--- src/rtl/fetch_unit_pkg.sv ---
// Shared constants and FSM encoding for the instruction fetch stage.
package fetch_unit_pkg;

  localparam logic [31:0] RESET_PC_DEFAULT = 32'h0040_0000;
  localparam logic [31:0] NOP              = 32'h0000_0000;

  typedef enum logic [1:0] {
    IDLE = 2'd0,
    WAIT = 2'd1,
    HOLD = 2'd2
  } fetch_state_e;

endpackage

--- src/rtl/fetch_unit_if.sv ---
// Instruction-memory port between the fetch stage (master) and memory (slave).
// Handshake: master raises req with a stable addr and holds both until the slave
// answers with a single-cycle rvalid carrying rdata; rvalid outside a request is ignored.
interface fetch_unit_if #(
  parameter int ADDR_W = 32
) ();

  logic              req;
  logic [ADDR_W-1:0] addr;
  logic              rvalid;
  logic [31:0]       rdata;

  modport master (output req, output addr, input rvalid, input rdata);
  modport slave  (input req, input addr, output rvalid, output rdata);

endinterface

--- src/rtl/fetch_unit_next_pc_sel.sv ---
// Next-PC priority mux: JR over J/JAL over taken branch over fall-through.
module fetch_unit_next_pc_sel #(
  parameter int ADDR_W = 32
) (
  input  logic [ADDR_W-1:0] pc_plus4,
  input  logic              jump,
  input  logic              jump_reg,
  input  logic [25:0]       jump_index,
  input  logic [ADDR_W-1:0] jr_target,
  input  logic              branch_taken,
  input  logic [15:0]       branch_imm,
  output logic [ADDR_W-1:0] next_pc,
  output logic              jr_misaligned
);

  logic [ADDR_W-1:0] branch_off;
  logic [ADDR_W-1:0] jump_target;

  always_comb begin
    branch_off    = {{(ADDR_W-18){branch_imm[15]}}, branch_imm, 2'b00};
    // J/JAL keeps the upper region bits of the delay-slot-free pc_plus4.
    jump_target   = {pc_plus4[ADDR_W-1:28], jump_index, 2'b00};
    jr_misaligned = jump_reg && (jr_target[1:0] != 2'b00);
    next_pc       = pc_plus4;
    if (jump_reg) begin
      next_pc = {jr_target[ADDR_W-1:2], 2'b00};
    end else if (jump) begin
      next_pc = jump_target;
    end else if (branch_taken) begin
      next_pc = pc_plus4 + branch_off;
    end
  end

endmodule

--- src/rtl/fetch_unit.sv ---
// Instruction fetch stage: owns the PC, fetches one word at a time, redirects on advance.
module fetch_unit
  import fetch_unit_pkg::*;
#(
  parameter int                ADDR_W   = 32,
  parameter logic [ADDR_W-1:0] RESET_PC = ADDR_W'(RESET_PC_DEFAULT)
) (
  input  logic               clk,
  input  logic               rst_n,
  fetch_unit_if.master       imem,
  output logic [31:0]        instr,
  output logic               instr_valid,
  output logic [ADDR_W-1:0]  pc,
  output logic [ADDR_W-1:0]  pc_plus4,
  input  logic               advance,
  input  logic               jump,
  input  logic               jump_reg,
  input  logic [25:0]        jump_index,
  input  logic [ADDR_W-1:0]  jr_target,
  input  logic               branch_taken,
  input  logic [15:0]        branch_imm,
  output logic               misalign_err,
  output logic [31:0]        fetch_count,
  output fetch_state_e       dbg_state
);

  fetch_state_e      state_q, state_d;
  logic [ADDR_W-1:0] pc_q, pc_d;
  logic [31:0]       instr_q, instr_d;
  logic              instr_valid_q, instr_valid_d;
  logic              req_q, req_d;
  logic              misalign_q, misalign_d;
  logic [31:0]       fetch_count_q, fetch_count_d;

  logic [ADDR_W-1:0] next_pc;
  logic              jr_misaligned;

  fetch_unit_next_pc_sel #(.ADDR_W(ADDR_W)) u_next_pc_sel (
    .pc_plus4      (pc_plus4),
    .jump          (jump),
    .jump_reg      (jump_reg),
    .jump_index    (jump_index),
    .jr_target     (jr_target),
    .branch_taken  (branch_taken),
    .branch_imm    (branch_imm),
    .next_pc       (next_pc),
    .jr_misaligned (jr_misaligned)
  );

  always_comb begin
    state_d       = state_q;
    pc_d          = pc_q;
    instr_d       = instr_q;
    instr_valid_d = instr_valid_q;
    req_d         = req_q;
    misalign_d    = misalign_q;
    fetch_count_d = fetch_count_q;
    case (state_q)
      IDLE: begin
        req_d   = 1'b1;
        state_d = WAIT;
      end
      WAIT: begin
        if (imem.rvalid) begin
          instr_d       = imem.rdata;
          instr_valid_d = 1'b1;
          req_d         = 1'b0;
          fetch_count_d = fetch_count_q + 32'd1;
          state_d       = HOLD;
        end
      end
      HOLD: begin
        // Redirect inputs only matter on this edge; the decoder sees NOP while fetching.
        if (advance) begin
          pc_d          = next_pc;
          instr_d       = NOP;
          instr_valid_d = 1'b0;
          req_d         = 1'b1;
          misalign_d    = misalign_q | jr_misaligned;
          state_d       = WAIT;
        end
      end
      default: begin
        state_d = IDLE;
        req_d   = 1'b0;
      end
    endcase
  end

  always_ff @(posedge clk) begin
    if (!rst_n) begin
      state_q       <= IDLE;
      pc_q          <= RESET_PC;
      instr_q       <= NOP;
      instr_valid_q <= 1'b0;
      req_q         <= 1'b0;
      misalign_q    <= 1'b0;
      fetch_count_q <= 32'd0;
    end else begin
      state_q       <= state_d;
      pc_q          <= pc_d;
      instr_q       <= instr_d;
      instr_valid_q <= instr_valid_d;
      req_q         <= req_d;
      misalign_q    <= misalign_d;
      fetch_count_q <= fetch_count_d;
    end
  end

  assign imem.req     = req_q;
  assign imem.addr    = pc_q;
  assign instr        = instr_q;
  assign instr_valid  = instr_valid_q;
  assign pc           = pc_q;
  assign pc_plus4     = pc_q + ADDR_W'(4);
  assign misalign_err = misalign_q;
  assign fetch_count  = fetch_count_q;
  assign dbg_state    = state_q;

endmodule

--- src/flat_wrapper.sv ---
// flat-port wrapper written by rule: the top's interface ports become plain ports
module fetch_unit_flat import fetch_unit_pkg::*;
#(
  parameter int                ADDR_W   = 32,
  parameter logic [ADDR_W-1:0] RESET_PC = ADDR_W'(RESET_PC_DEFAULT)
)
  (clk, rst_n, instr, instr_valid, pc, pc_plus4, advance, jump, jump_reg, jump_index, jr_target, branch_taken, branch_imm, misalign_err, fetch_count, dbg_state, imem_req, imem_addr, imem_rvalid, imem_rdata);
  fetch_unit_if #(.ADDR_W(ADDR_W)) imem_i ();
  input  logic clk;
  input  logic rst_n;
  output logic [31:0] instr;
  output logic instr_valid;
  output logic [ADDR_W-1:0] pc;
  output logic [ADDR_W-1:0] pc_plus4;
  input  logic advance;
  input  logic jump;
  input  logic jump_reg;
  input  logic [25:0] jump_index;
  input  logic [ADDR_W-1:0] jr_target;
  input  logic branch_taken;
  input  logic [15:0] branch_imm;
  output logic misalign_err;
  output logic [31:0] fetch_count;
  output fetch_state_e dbg_state;
  output wire logic [$bits(imem_i.req)-1:0] imem_req;
  output wire logic [$bits(imem_i.addr)-1:0] imem_addr;
  input wire logic [$bits(imem_i.rvalid)-1:0] imem_rvalid;
  input wire logic [$bits(imem_i.rdata)-1:0] imem_rdata;
  assign imem_req = imem_i.req;
  assign imem_addr = imem_i.addr;
  assign imem_i.rvalid = imem_rvalid;
  assign imem_i.rdata = imem_rdata;
  fetch_unit #(.ADDR_W(ADDR_W), .RESET_PC(RESET_PC)) u_core (.clk(clk), .rst_n(rst_n), .imem(imem_i), .instr(instr), .instr_valid(instr_valid), .pc(pc), .pc_plus4(pc_plus4), .advance(advance), .jump(jump), .jump_reg(jump_reg), .jump_index(jump_index), .jr_target(jr_target), .branch_taken(branch_taken), .branch_imm(branch_imm), .misalign_err(misalign_err), .fetch_count(fetch_count), .dbg_state(dbg_state));
endmodule
--- config.mk ---
export PLATFORM = sky130hd
export DESIGN_NAME = fetch_unit_flat
export DESIGN_NICKNAME = d
export VERILOG_FILES = /design/src/rtl/fetch_unit_pkg.sv /design/src/rtl/fetch_unit_if.sv /design/src/rtl/fetch_unit_next_pc_sel.sv /design/src/rtl/fetch_unit.sv /design/src/flat_wrapper.sv
export SDC_FILE = /design/constraint.sdc
export NUM_CORES = 1
export LEC_CHECK = 0
export BUFFER_PORTS_ARGS = -buffer_cell sky130_fd_sc_hd__buf_2
export CORE_MARGIN = 2
export CORE_UTILIZATION = 25
export CTS_CLUSTER_SIZE = 8
export DETAILED_ROUTE_END_ITERATION = 8
export PLACE_DENSITY = 0.48
export REMOVE_ABC_BUFFERS = 1
export SKIP_CTS_REPAIR_TIMING = 1
export SYNTH_ARGS = -nofsm -noshare
export SYNTH_HDL_FRONTEND = slang
export SYNTH_SLANG_ARGS = --single-unit
--- constraint.sdc ---
create_clock -name clk -period 5.5 [get_ports clk]
set_clock_uncertainty 0.1 [all_clocks]
set_input_delay 0.275 -clock clk [delete_from_list [all_inputs] [get_ports clk]]
set_output_delay 0.275 -clock clk [all_outputs]
set_load 0.05 [all_outputs]
==> run metrics <==
status finished, final reports clean; distinct cell type count after synthesis 84; PortBufs between 200 and 300; EDFF count, synth 0; syn_area_per_cell between 8 and 9 sq um; total power around 1.8 mW; Yosys reg bits between 90 and 100; DRC 0; CP endpoint kind flip-flop; CP Class reg2reg; Num CTS Buffers 9; core area around 28000 sq um; cells on worst reg2reg path 15; Hold Crit Class in2reg; Final Net Count 1254; total negative setup slack 0 ps; clk_lat worst skew around 360 ps; Starting DRT DRC Count roughly 380; Crit Path Max Fanout 8; maximum buffer depth of the clock tree 2; Post-Syn Area roughly 7100 sq um; Vias per Instance around 4.8; sequential-to-total area share from yosys stat 0.276; via count just over 7000; initial antenna violation count 2; GRT Residual Overflow 0; first-pass GRT wire length slightly below 40 mm; Mapped Cells between 800 and 900; Max Cap Viol 0; die width ~170 um; Vert. Die Dim roughly 170 um; Setup crit start u_core.imem.addr[4]$_SDFFE_PN0P_; timing endpoint of the critical path u_core.imem.addr[31]$_SDFFE_PN0P_; IO Pins about 280; Critical R2R Capture u_core.imem.addr[31]$_SDFFE_PN0P_; worst hold stages 3; WL final 25.8 mm; Critical Path RT approximately 5600 ps; Clock Root Buffer clkbuf_16; Syn. warnings 0; RSZ-0062 raised after global routing no; vias in the first global route 6934; fin crit period between 4000 and 5000 ps; VDD IR max roughly 0.15 mV; Cell Rows 61; Post-synth ARST share 0; Sink Count slightly below 100; drt pass-1 iters 5; largest net degree at the start of global routing 81; Worst Path Arrival 4390 ps; CTS tree done; Max transition margin 0.339; worst reg-to-reg setup slack 1220 ps; share of cells above drive strength 1 0.298; Syn-to-layout area delta 23.3%; P_leak 4.17 nW; top_reg_cell synth dfxtp_1; Total Routing Usage GR 0.168; die area just under 30000 sq um; post-route ant nets 0; RePlAce Congestion 0.842; H-tree depth 3; Avg WL per Cell between 15 and 20 um; # setup viols final 0; period utilisation layout 0.778; Final Hold Fails 0; fmax 234 MHz; final slew viol count 0; Worst-path clk slew 90 ps; Worst setup SP type flip-flop; FF-to-FF Start u_core.imem.addr[4]$_SDFFE_PN0P_; initial core utilization 0.255; Final HPWL DP 19.7 mm; Power Density ~210 nW/um^2; Slew @ Worst Pin roughly 1000 ps
==> sequential cells by signal (all words and copies together), names as in the netlist <==
name,cells
u_core.dbg_state,2
u_core.fetch_count,32
u_core.imem.addr,30
u_core.instr,32
u_core.instr_valid,1
u_core.misalign_err,1
==> cells by family after synthesis <==
| logic type | synth area share |
|---|---|
| compound gates | 0.215 |
| xor+xnor | 0.0983 |
| fa+ha+maj | 0.0680 |
| buf+inv | 0.0900 |
| flops | 0.276 |
| mux | 0.0169 |
| other cells | 0.000528 |
| simple gates | 0.235 |
==> area by class of cell <==
class | instances | area, sq um
antenna | 2 | 5.00
clock buffer | 10 | 239
clock inverter | 6 | 61.3
fill | 3045 | 19100
inverter | 20 | 75.1
multi-input combinational | 695 | 4530
sequential | 98 | 1960
tap | 378 | 473
timing repair buffer | 279 | 1420
==> stage by stage <==
stage | instance area, sq um | hold WS, ps | utilization | std cells | worst slack, ps
after floorplan | 6560 | 253 | - | 813 | 384
after global placement | 8450 | 349 | 0.303 | 1470 | 1400
after detailed placement | 8450 | 363 | 0.303 | 1470 | 1280
after CTS | 8750 | 37.5 | 0.314 | 1486 | 1260
after global routing | 8760 | 45.0 | 0.314 | 1488 | 864
final | 8760 | 52.8 | 0.314 | 1488 | 1220
==> how the worst min path moves through the flow <==
stage                                startpoint                                 to  slack [ps]
6_report                         imem_rdata[28]      u_core.instr[28]$_SDFFE_PN0P_          50
4_1_cts                          imem_rdata[28]      u_core.instr[28]$_SDFFE_PN0P_          40
3_5_place_dp   u_core.misalign_err$_SDFFE_PN0P_   u_core.misalign_err$_SDFFE_PN0P_         360
5_1_grt                          imem_rdata[27]      u_core.instr[27]$_SDFFE_PN0P_          40
2_1_floorplan                             rst_n  u_core.imem.addr[22]$_SDFFE_PN1P_         250
3_3_place_gp   u_core.misalign_err$_SDFFE_PN0P_   u_core.misalign_err$_SDFFE_PN0P_         350
==> synthesized netlist by cell type, drive strengths merged, types with 20 or more instances <==
| library cell | number | area share |
|---|---|---|
| clkbuf | 36 | 0.030 |
| ha | 37 | 0.065 |
| nand3 | 29 | 0.022 |
| inv | 20 | 0.011 |
| nor2 | 125 | 0.066 |
| nand2 | 72 | 0.038 |
| o21ai | 49 | 0.035 |
| nor3 | 24 | 0.018 |
| and3 | 21 | 0.019 |
| a22oi | 33 | 0.035 |
| a21oi | 61 | 0.043 |
| dfxtp | 98 | 0.28 |
| xor2 | 39 | 0.049 |
| xnor2 | 39 | 0.049 |
| buf | 41 | 0.043 |
==> routing by layer <==
layer,vias to the layer above,GRT usage,part of all wire
li1,3556,-,-
met1,3327,0.212,0.45
met2,203,0.287,0.48
met3,20,0.0466,0.064
met4,0,0.0335,0.012
met5,-,0,0
==> cell usage in the layout, fill, tap and decap left out, types with 8 or more instances in the layout <==
master	instances
buf_2	271
nor2_1	122
dfxtp_1	98
nand2_1	71
a21oi_1	61
o21ai_0	42
xnor2_1	38
xor2_1	38
ha_1	37
a22oi_1	33
nand3_1	28
nor3_1	23
and3_1	20
inv_1	18
o211ai_1	14
a21o_1	12
mux2i_1	12
nand4_1	11
a211oi_1	10
nor2b_1	9
clkbuf_16	9
and2_1	8
buf_4	8
==> worst max-delay path: stages, from the launching register on <==
cell       delay (ps)
dfxtp_1           460
and3_1            220
nand3_1           280
or2_1             400
nor2_1            140
xnor2_1           230
ha_1              350
and2_1            200
nand3_1           120
nor2_1             60
a2111oi_1         570
a21boi_2          170
o41ai_2           340
mux2i_1           260
xnor2_1           140
o22ai_1            90
==> power breakdown <==
group / leakage [nW] / switching (mW) / internal [mW] / total, mW
Combinational: 3.23 / 0.294 / 0.136 / 0.430
Sequential: 0.794 / 0.0204 / 0.728 / 0.749
Clock: 0.144 / 0.335 / 0.331 / 0.666
Total: 4.17 / 0.649 / 1.19 / 1.84
Power figures use the tool's default switching activity.
